$ cat src/rtl/alu_pkg.sv
// alu_pkg: opcode encodings, execute-unit FSM states and opcode classification helper.
package alu_pkg;

    localparam logic [3:0] OP_ADD  = 4'h0;
    localparam logic [3:0] OP_SUB  = 4'h1;
    localparam logic [3:0] OP_AND  = 4'h2;
    localparam logic [3:0] OP_OR   = 4'h3;
    localparam logic [3:0] OP_XOR  = 4'h4;
    localparam logic [3:0] OP_SLT  = 4'h5;
    localparam logic [3:0] OP_SLTU = 4'h6;
    localparam logic [3:0] OP_SLL  = 4'h7;
    localparam logic [3:0] OP_SRL  = 4'h8;
    localparam logic [3:0] OP_SRA  = 4'h9;
    localparam logic [3:0] OP_MUL  = 4'hA;
    localparam logic [3:0] OP_MULH = 4'hB;
    localparam logic [3:0] OP_DIV  = 4'hC;
    localparam logic [3:0] OP_DIVU = 4'hD;
    localparam logic [3:0] OP_REM  = 4'hE;
    localparam logic [3:0] OP_REMU = 4'hF;

    // DONE names the result-load step; it coincides with the last MUL
    // iteration or with FIX, so the register never rests in it.
    typedef enum logic [2:0] {IDLE, MUL, DIV, FIX, DONE} state_t;

    function automatic logic is_muldiv(input logic [3:0] op);
        return op >= OP_MUL;
    endfunction

endpackage

$ cat src/rtl/alu_muldiv_iter.sv
// alu_muldiv_iter: iterative shift-add multiplier / restoring divider on unsigned magnitudes.
//  clk, rst    clock, asynchronous active-low reset
//  start       load a (into low accumulator half) and b, run WIDTH iterations
//  mul         1 = multiply, 0 = divide (sampled at start)
//  a, b        unsigned operands (multiplier/multiplicand or dividend/divisor)
//  acc         accumulator: product, or {remainder, quotient} once finished
//  nxt         accumulator value after the current iteration
//  done        the current cycle performs the final iteration
module alu_muldiv_iter #(
    parameter int WIDTH = 32
) (
    input  logic               clk,
    input  logic               rst,
    input  logic               start,
    input  logic               mul,
    input  logic [WIDTH-1:0]   a,
    input  logic [WIDTH-1:0]   b,
    output logic [2*WIDTH-1:0] acc,
    output logic [2*WIDTH-1:0] nxt,
    output logic               done
);

    localparam int CW = $clog2(WIDTH);

    logic [CW-1:0]    cnt;
    logic             run;
    logic             mode;
    logic [WIDTH-1:0] d;
    logic [WIDTH:0]   sum;
    logic [WIDTH:0]   rsh;
    logic [WIDTH-1:0] rdiff;
    logic             fits;

    assign done = run & (cnt == CW'(WIDTH - 1));

    // Multiply adds into the high half then shifts right; divide shifts the
    // partial remainder left and subtracts when the divisor fits. The true
    // difference is below 2^WIDTH, so a WIDTH-bit subtraction suffices.
    always_comb begin
        sum   = {1'b0, acc[2*WIDTH-1:WIDTH]} + (acc[0] ? {1'b0, d} : '0);
        rsh   = acc[2*WIDTH-1:WIDTH-1];
        fits  = rsh >= {1'b0, d};
        rdiff = rsh[WIDTH-1:0] - d;
        nxt   = mode ? {sum, acc[WIDTH-1:1]}
              : fits ? {rdiff, acc[WIDTH-2:0], 1'b1}
              : {acc[2*WIDTH-2:0], 1'b0};
    end

    always_ff @(posedge clk or negedge rst) begin
        if (!rst) begin
            run  <= 1'b0;
            cnt  <= '0;
            mode <= 1'b0;
            d    <= '0;
            acc  <= '0;
        end else if (start) begin
            run  <= 1'b1;
            cnt  <= '0;
            mode <= mul;
            d    <= b;
            acc  <= {{WIDTH{1'b0}}, a};
        end else if (run) begin
            acc <= nxt;
            cnt <= cnt + 1'b1;
            run <= ~done;
        end
    end

endmodule

$ cat src/rtl/alu_mdu.sv
// alu_mdu: EX-stage ALU with iterative MUL/DIV behind a valid/ready handshake, registered result and flags.
//  clk, rst               clock, asynchronous active-low reset
//  in_valid, in_ready     operation handshake (in_ready combinational)
//  op, a, b               opcode (alu_pkg OP_*) and operands, captured at accept
//  out_valid, out_ready   result handshake; result/flags held until released
//  result                 registered result
//  zero, negative         result == 0, result sign bit
//  carry, overflow        ADD/SUB carry-out and signed overflow, else 0
//  busy                   multiply/divide iteration in progress
module alu_mdu
    import alu_pkg::*;
#(
    parameter int WIDTH   = 32,
    parameter int SHAMT_W = $clog2(WIDTH)
) (
    input  logic             clk,
    input  logic             rst,
    input  logic             in_valid,
    output logic             in_ready,
    input  logic [3:0]       op,
    input  logic [WIDTH-1:0] a,
    input  logic [WIDTH-1:0] b,
    output logic             out_valid,
    input  logic             out_ready,
    output logic [WIDTH-1:0] result,
    output logic             zero,
    output logic             negative,
    output logic             carry,
    output logic             overflow,
    output logic             busy
);

    localparam logic [WIDTH-1:0] MIN = {1'b1, {(WIDTH-1){1'b0}}};

    state_t             state, state_nxt;
    logic [3:0]         op_q;
    logic               q_neg, r_neg;
    logic               accept, sgn, dz, dov, iter, is_mul, done, ld, alu_c, alu_v;
    logic [WIDTH-1:0]   a_mag, b_mag, alu_res, ld_res, quo, rem;
    logic [WIDTH:0]     add_s, sub_s;
    logic [2*WIDTH-1:0] acc, nxt, prod;

    assign in_ready = (state == IDLE) & (~out_valid | out_ready);
    assign accept   = in_valid & in_ready;
    assign busy     = (state == MUL) | (state == DIV) | (state == FIX);

    // Divide by zero and MIN/-1 are resolved in the single-cycle datapath.
    always_comb begin
        sgn    = ~(op == OP_DIVU | op == OP_REMU);
        is_mul = op == OP_MUL | op == OP_MULH;
        dz     = b == '0;
        dov    = sgn & (a == MIN) & (b == '1);
        iter   = is_muldiv(op) & (is_mul | ~(dz | dov));
        a_mag  = sgn & a[WIDTH-1] ? -a : a;
        b_mag  = sgn & b[WIDTH-1] ? -b : b;
        add_s  = {1'b0, a} + {1'b0, b};
        sub_s  = {1'b0, a} - {1'b0, b};
        alu_c  = op == OP_ADD ? add_s[WIDTH] : op == OP_SUB ? ~sub_s[WIDTH] : 1'b0;
        alu_v  = op == OP_ADD ? (a[WIDTH-1] == b[WIDTH-1]) & (add_s[WIDTH-1] != a[WIDTH-1])
               : op == OP_SUB ? (a[WIDTH-1] != b[WIDTH-1]) & (sub_s[WIDTH-1] != a[WIDTH-1])
               : 1'b0;
    end

    always_comb begin
        alu_res = '0;
        case (op)
            OP_ADD:            alu_res = add_s[WIDTH-1:0];
            OP_SUB:            alu_res = sub_s[WIDTH-1:0];
            OP_AND:            alu_res = a & b;
            OP_OR:             alu_res = a | b;
            OP_XOR:            alu_res = a ^ b;
            OP_SLT:            alu_res = {{(WIDTH-1){1'b0}}, $signed(a) < $signed(b)};
            OP_SLTU:           alu_res = {{(WIDTH-1){1'b0}}, a < b};
            OP_SLL:            alu_res = a << b[SHAMT_W-1:0];
            OP_SRL:            alu_res = a >> b[SHAMT_W-1:0];
            OP_SRA:            alu_res = $signed(a) >>> b[SHAMT_W-1:0];
            OP_DIV, OP_DIVU:   alu_res = dz ? '1 : a;
            OP_REM, OP_REMU:   alu_res = dz ? a : '0;
            default:           alu_res = '0;
        endcase
    end

    alu_muldiv_iter #(.WIDTH(WIDTH)) u_iter (
        .clk   (clk),
        .rst   (rst),
        .start (accept & iter),
        .mul   (is_mul),
        .a     (a_mag),
        .b     (b_mag),
        .acc   (acc),
        .nxt   (nxt),
        .done  (done)
    );

    // The product is taken from the final iteration combinationally so MUL
    // loads on its last busy cycle; division needs the extra FIX cycle.
    always_comb begin
        prod      = q_neg ? -nxt : nxt;
        quo       = q_neg ? -acc[WIDTH-1:0] : acc[WIDTH-1:0];
        rem       = r_neg ? -acc[2*WIDTH-1:WIDTH] : acc[2*WIDTH-1:WIDTH];
        ld        = (accept & ~iter) | (state == MUL & done) | (state == FIX);
        ld_res    = state == MUL ? (op_q == OP_MUL ? prod[WIDTH-1:0] : prod[2*WIDTH-1:WIDTH])
                  : state == FIX ? ((op_q == OP_DIV | op_q == OP_DIVU) ? quo : rem)
                  : alu_res;
        state_nxt = state == IDLE ? (accept & iter ? (is_mul ? MUL : DIV) : IDLE)
                  : state == MUL  ? (done ? IDLE : MUL)
                  : state == DIV  ? (done ? FIX : DIV)
                  : IDLE;
    end

    always_ff @(posedge clk or negedge rst) begin
        if (!rst) begin
            state     <= IDLE;
            op_q      <= '0;
            q_neg     <= 1'b0;
            r_neg     <= 1'b0;
            out_valid <= 1'b0;
            result    <= '0;
            zero      <= 1'b0;
            negative  <= 1'b0;
            carry     <= 1'b0;
            overflow  <= 1'b0;
        end else begin
            state <= state_nxt;
            if (accept) begin
                op_q  <= op;
                q_neg <= sgn & (a[WIDTH-1] ^ b[WIDTH-1]);
                r_neg <= sgn & a[WIDTH-1];
            end
            if (ld) begin
                out_valid <= 1'b1;
                result    <= ld_res;
                zero      <= ld_res == '0;
                negative  <= ld_res[WIDTH-1];
                carry     <= (state == IDLE) & alu_c;
                overflow  <= (state == IDLE) & alu_v;
            end else if (out_ready) begin
                out_valid <= 1'b0;
            end
        end
    end

endmodule

$ cat config.mk
export PLATFORM = sky130hd
export DESIGN_NAME = alu_mdu
export DESIGN_NICKNAME = d
export VERILOG_FILES = /design/src/rtl/alu_pkg.sv /design/src/rtl/alu_muldiv_iter.sv /design/src/rtl/alu_mdu.sv
export SDC_FILE = /design/constraint.sdc
export NUM_CORES = 1
export LEC_CHECK = 0
export CAP_MARGIN = 10
export CELL_PAD_IN_SITES_DETAIL_PLACEMENT = 2
export CELL_PAD_IN_SITES_GLOBAL_PLACEMENT = 2
export CORE_AREA = 2 2 256 258
export DETAILED_ROUTE_END_ITERATION = 8
export DIE_AREA = 0 0 258 260
export PLACE_DENSITY_LB_ADDON = 0.1
export SYNTH_ARGS = -nofsm -noshare
export SYNTH_HDL_FRONTEND = slang
export SYNTH_SLANG_ARGS = --single-unit
$ cat constraint.sdc
create_clock -name clk -period 14.8 [get_ports clk]
set_input_delay 2.96 -clock clk [delete_from_list [all_inputs] [get_ports clk]]
set_output_delay 2.96 -clock clk [all_outputs]
set_load 0.02 [all_outputs]
==> key figures <==
Global route
  – GRT Overall Usage: roughly 45%
  – Pin count of the biggest net entering global routing: 83
  – Residual overflow from global routing: 0
  – Gr busiest metal: met2
  – Vias in the first global route: between 30,000 and 40,000
  – First-pass GRT wire length: about 220,000 um
  – M1 GR Usage: between 50 and 60%
  – Met2 Use GR: between 70% and 80%
  – Initial antenna violation count: 8
  – GRT met3 Usage: under 10%

Place
  – Gpl congestion: 1.007
  – DP Wirelength: approximately 120,000 um
  – # port buffers: 110
  – Placed cell count: roughly 4,300

Finish
  – Layout area overhead: 9.559%
  – Layout cell share with drive strength beyond 1: 7.951%
  – Final Util: between 40 and 50%
  – Final #Nets: between 3,000 and 4,000
  – Non-filler cells, final: roughly 4,300

STA
  – Final min period: 9001 ps
  – Fin. Hold Viols: 0
  – Tcrit/Tclk final: 60.82%
  – Max Clock Skew: 19.62 ps
  – Final setup TNS: 0 ps
  – Final setup viols: 0
  – Worst slew pin tran: roughly 1300 ps
  – Fmax: ~110 MHz
  – RSZ-0062 raised after global routing: no
  – Slew HR: between 15 and 20%
  – Slew Viols, Final: 0

Critical path
  – Worst path bufs/invs: 1
  – CP required: approximately 15,000 ps
  – CP peak stage delay: 750 ps
  – FF-to-FF End: zero
  – Largest fanout on the critical path: 10
  – Worst path depth: 18
  – CP max stage cell: clkdlybuf4s50_1
  – Worst R2R Start: u_iter.d[22]
  – R2R cell count: 24
  – Top Family by Delay on Critical Path: compound AO/OA/AOI/OAI gates
  – Endpoint class of the critical path: flip-flop
  – R2R setup slack: ~6600 ps
  – Worst Setup EP: zero
  – Crit-path cells: clkdlybuf4s50_1, ha_1, fa_1, a21o_1, a221oi_1, xnor2_1, o21ai_0, a221oi_1, o21ai_0, o21ai_0, nand3_1, a211oi_1, o211ai_1, nor4_1, nand4_1, nor4_1, and4_1, a22o_1
  – Most used cell, CP: o21ai_0
  – Startpoint Class: input pin
  – Worst Setup SP: a[0]
  – Critical Path AT: between 9000 and 10,000 ps
  – Crit Path Class: in -> reg

Synthesis
  – Synthesized area: around 25,000 um^2
  – Syn nets: roughly 3,800
  – Synth area leader: dfrtp_1
  – Top cells by count, synth: nor2_1 (381), nand2_1 (371), o21ai_0 (291)
  – Most common flop cell mapped by yosys: dfrtp_1
  – Gate Count Post-Synth: roughly 3,500
  – Post-synth EDFFs: 0
  – Seq/Total Area, Yosys: ~14%
  – Fraction of registers with async set/reset: 100.0%
  – Synth cell types: around 100
  – Largest cells by area after synthesis: dfrtp_1 (14%), ha_1 (8.3%), o21ai_0 (5.7%), nor2_1 (5.6%), nand2_1 (5.5%)
  – Avg Synthesized Cell Area: ~7.2 um^2
  – Top-count cell post-synth: nor2_1
  – Synth top area share: between 10 and 15%
  – #FFs+latches synth: around 150
  – Yosys warning count: 0

Drt
  – Routed via count divided by cell count: 7.099
  – Post-route DRC: 0
  – Antenna-violating nets left: 0
  – DR pass1 iterations: 6
  – Vias: about 30,000
  – Drt total wl: roughly 150,000 um
  – Wire length per cell: 35.24 um
  – DR iter-0 viols: between 3,000 and 4,000

Die
  – IO Pins: 111
  – Chip Height: around 260 um
  – Core ar.: 64,120 um^2
  – Initial Util: 39.62%
  – Die X: 258 um
  – FP Rows: between 90 and 100
  – Total Die Area: between 60,000 and 70,000 um^2

Clock tree
  – CTS Root Cell: clkbuf_16
  – Clock insertion delay at the later pin of the skew report: 490 ps
  – CTS tree: done
  – Num Clock Sinks: 147
  – Post_cts resized: 0
  – # Post-CTS Setup Buffers: 0
  – CTS Buffer Depth: 2
  – H-tree depth: 4
  – Number of hold buffers added after cts: 0
  – Clock-pin slew on the worst setup and hold paths: approximately 80 ps
  – Num CTS Buffers: 17

Power
  – Maximum vdd drop: approximately 0.00012 V
  – Lkg Pwr: approximately 11 nW
  – Cell Pwr Density: around 260 nW/um^2

Status
  – Status: completed

Run
  – MaxCap Viol Count: 0

Worst hold path
  – HP Class: reg -> reg
-- worst min-delay path: stages (launching register included) --
cell and delay (ps):
dfrtp_1 360, nand2_1 50, nand2_1 50
-- routing by layer --
metal | vias up | wire length, um | share of wire [%]
li1 | 12920 | - | -
met1 | 15630 | 58200 | 38
met2 | 1709 | 71060 | 46
met3 | 580 | 10630 | 6.9
met4 | 8 | 13180 | 8.6
met5 | - | 63 | 0.041
-- through the flow --
stage	hold slack, ps	worst slack [ps]	area, um^2	power (mW)
finish	483.1	5799	27830	7.367
global route	531.7	5687	27820	7.662
CTS	490.8	6131	27810	7.128
detailed placement	472.5	5649	27170	6.507
global placement	455.2	5665	27170	6.171
floorplan	449.8	6976	25410	4.368
-- layout by cell type, fill, tap and decap left out, types with 21 or more instances in the layout --
cell type          n
a211oi_1          68
a21o_1            33
a21oi_1          271
a221oi_1          38
a31oi_1           40
and2_1            21
buf_4             95
clkdlybuf4s50_1  103
dfrtp_1          144
ha_1             169
inv_1            152
mux2_2            21
mux2i_1          102
mux4_2            57
nand2_1          371
nand2b_1          43
nand3_1           63
nand4_1           53
nor2_1           379
nor2b_1           22
nor3_1            81
nor4_1            29
o211ai_1          71
o21a_1            24
o21ai_0          291
o31ai_1           40
o41ai_1           26
or3_1             41
or4_1             21
xnor2_1          148
xor2_1            71
-- cell type report --
cell class	instances	area, um^2
Fill cell	7447	36280
Multi-Input combinational cell	2946	20060
Sequential cell	147	3687
Timing Repair Buffer	205	1785
Tap cell	855	1070
Inverter	154	578.1
Clock buffer	18	439.2
Clock inverter	14	203.9
Antenna cell	6	15.01
-- power by group --
| part | total (mW) | internal (mW) | switching [mW] |
|---|---|---|---|
| combinational | 5.87 | 1.93 | 3.93 |
| clock | 0.511 | 0.279 | 0.232 |
| sequential | 0.991 | 0.613 | 0.378 |
| total | 7.37 | 2.82 | 4.54 |
-- registers in the layout, indices dropped and copies added (netlist names), 2 cells and up --
signal      flops
result         32
u_iter.acc     64
u_iter.cnt      5
op_q            4
state           2
u_iter.d       32
-- worst min path at each step --
stage | slack, ps | start | cells after the start | end
detailed placement | 470 | result[7] | 2 | result[7]
global placement | 460 | result[10] | 2 | result[10]
finish | 480 | result[7] | 2 | result[7]
CTS | 490 | result[7] | 2 | result[7]
floorplan | 450 | u_iter.d[10] | 2 | u_iter.d[10]
global route | 530 | result[29] | 2 | result[29]
-- cell families after synthesis --
kind of cell | synth area share, %
muxes | 10.00
xor gates and xnor gates | 7.550
DFF | 14.48
AOI/OAI and AO/OA | 29.86
adders and majority gates | 8.678
buffers and inverters | 6.806
and+or+nand+nor | 22.63
No activity file was read; power rests on OpenSTA's default activity.
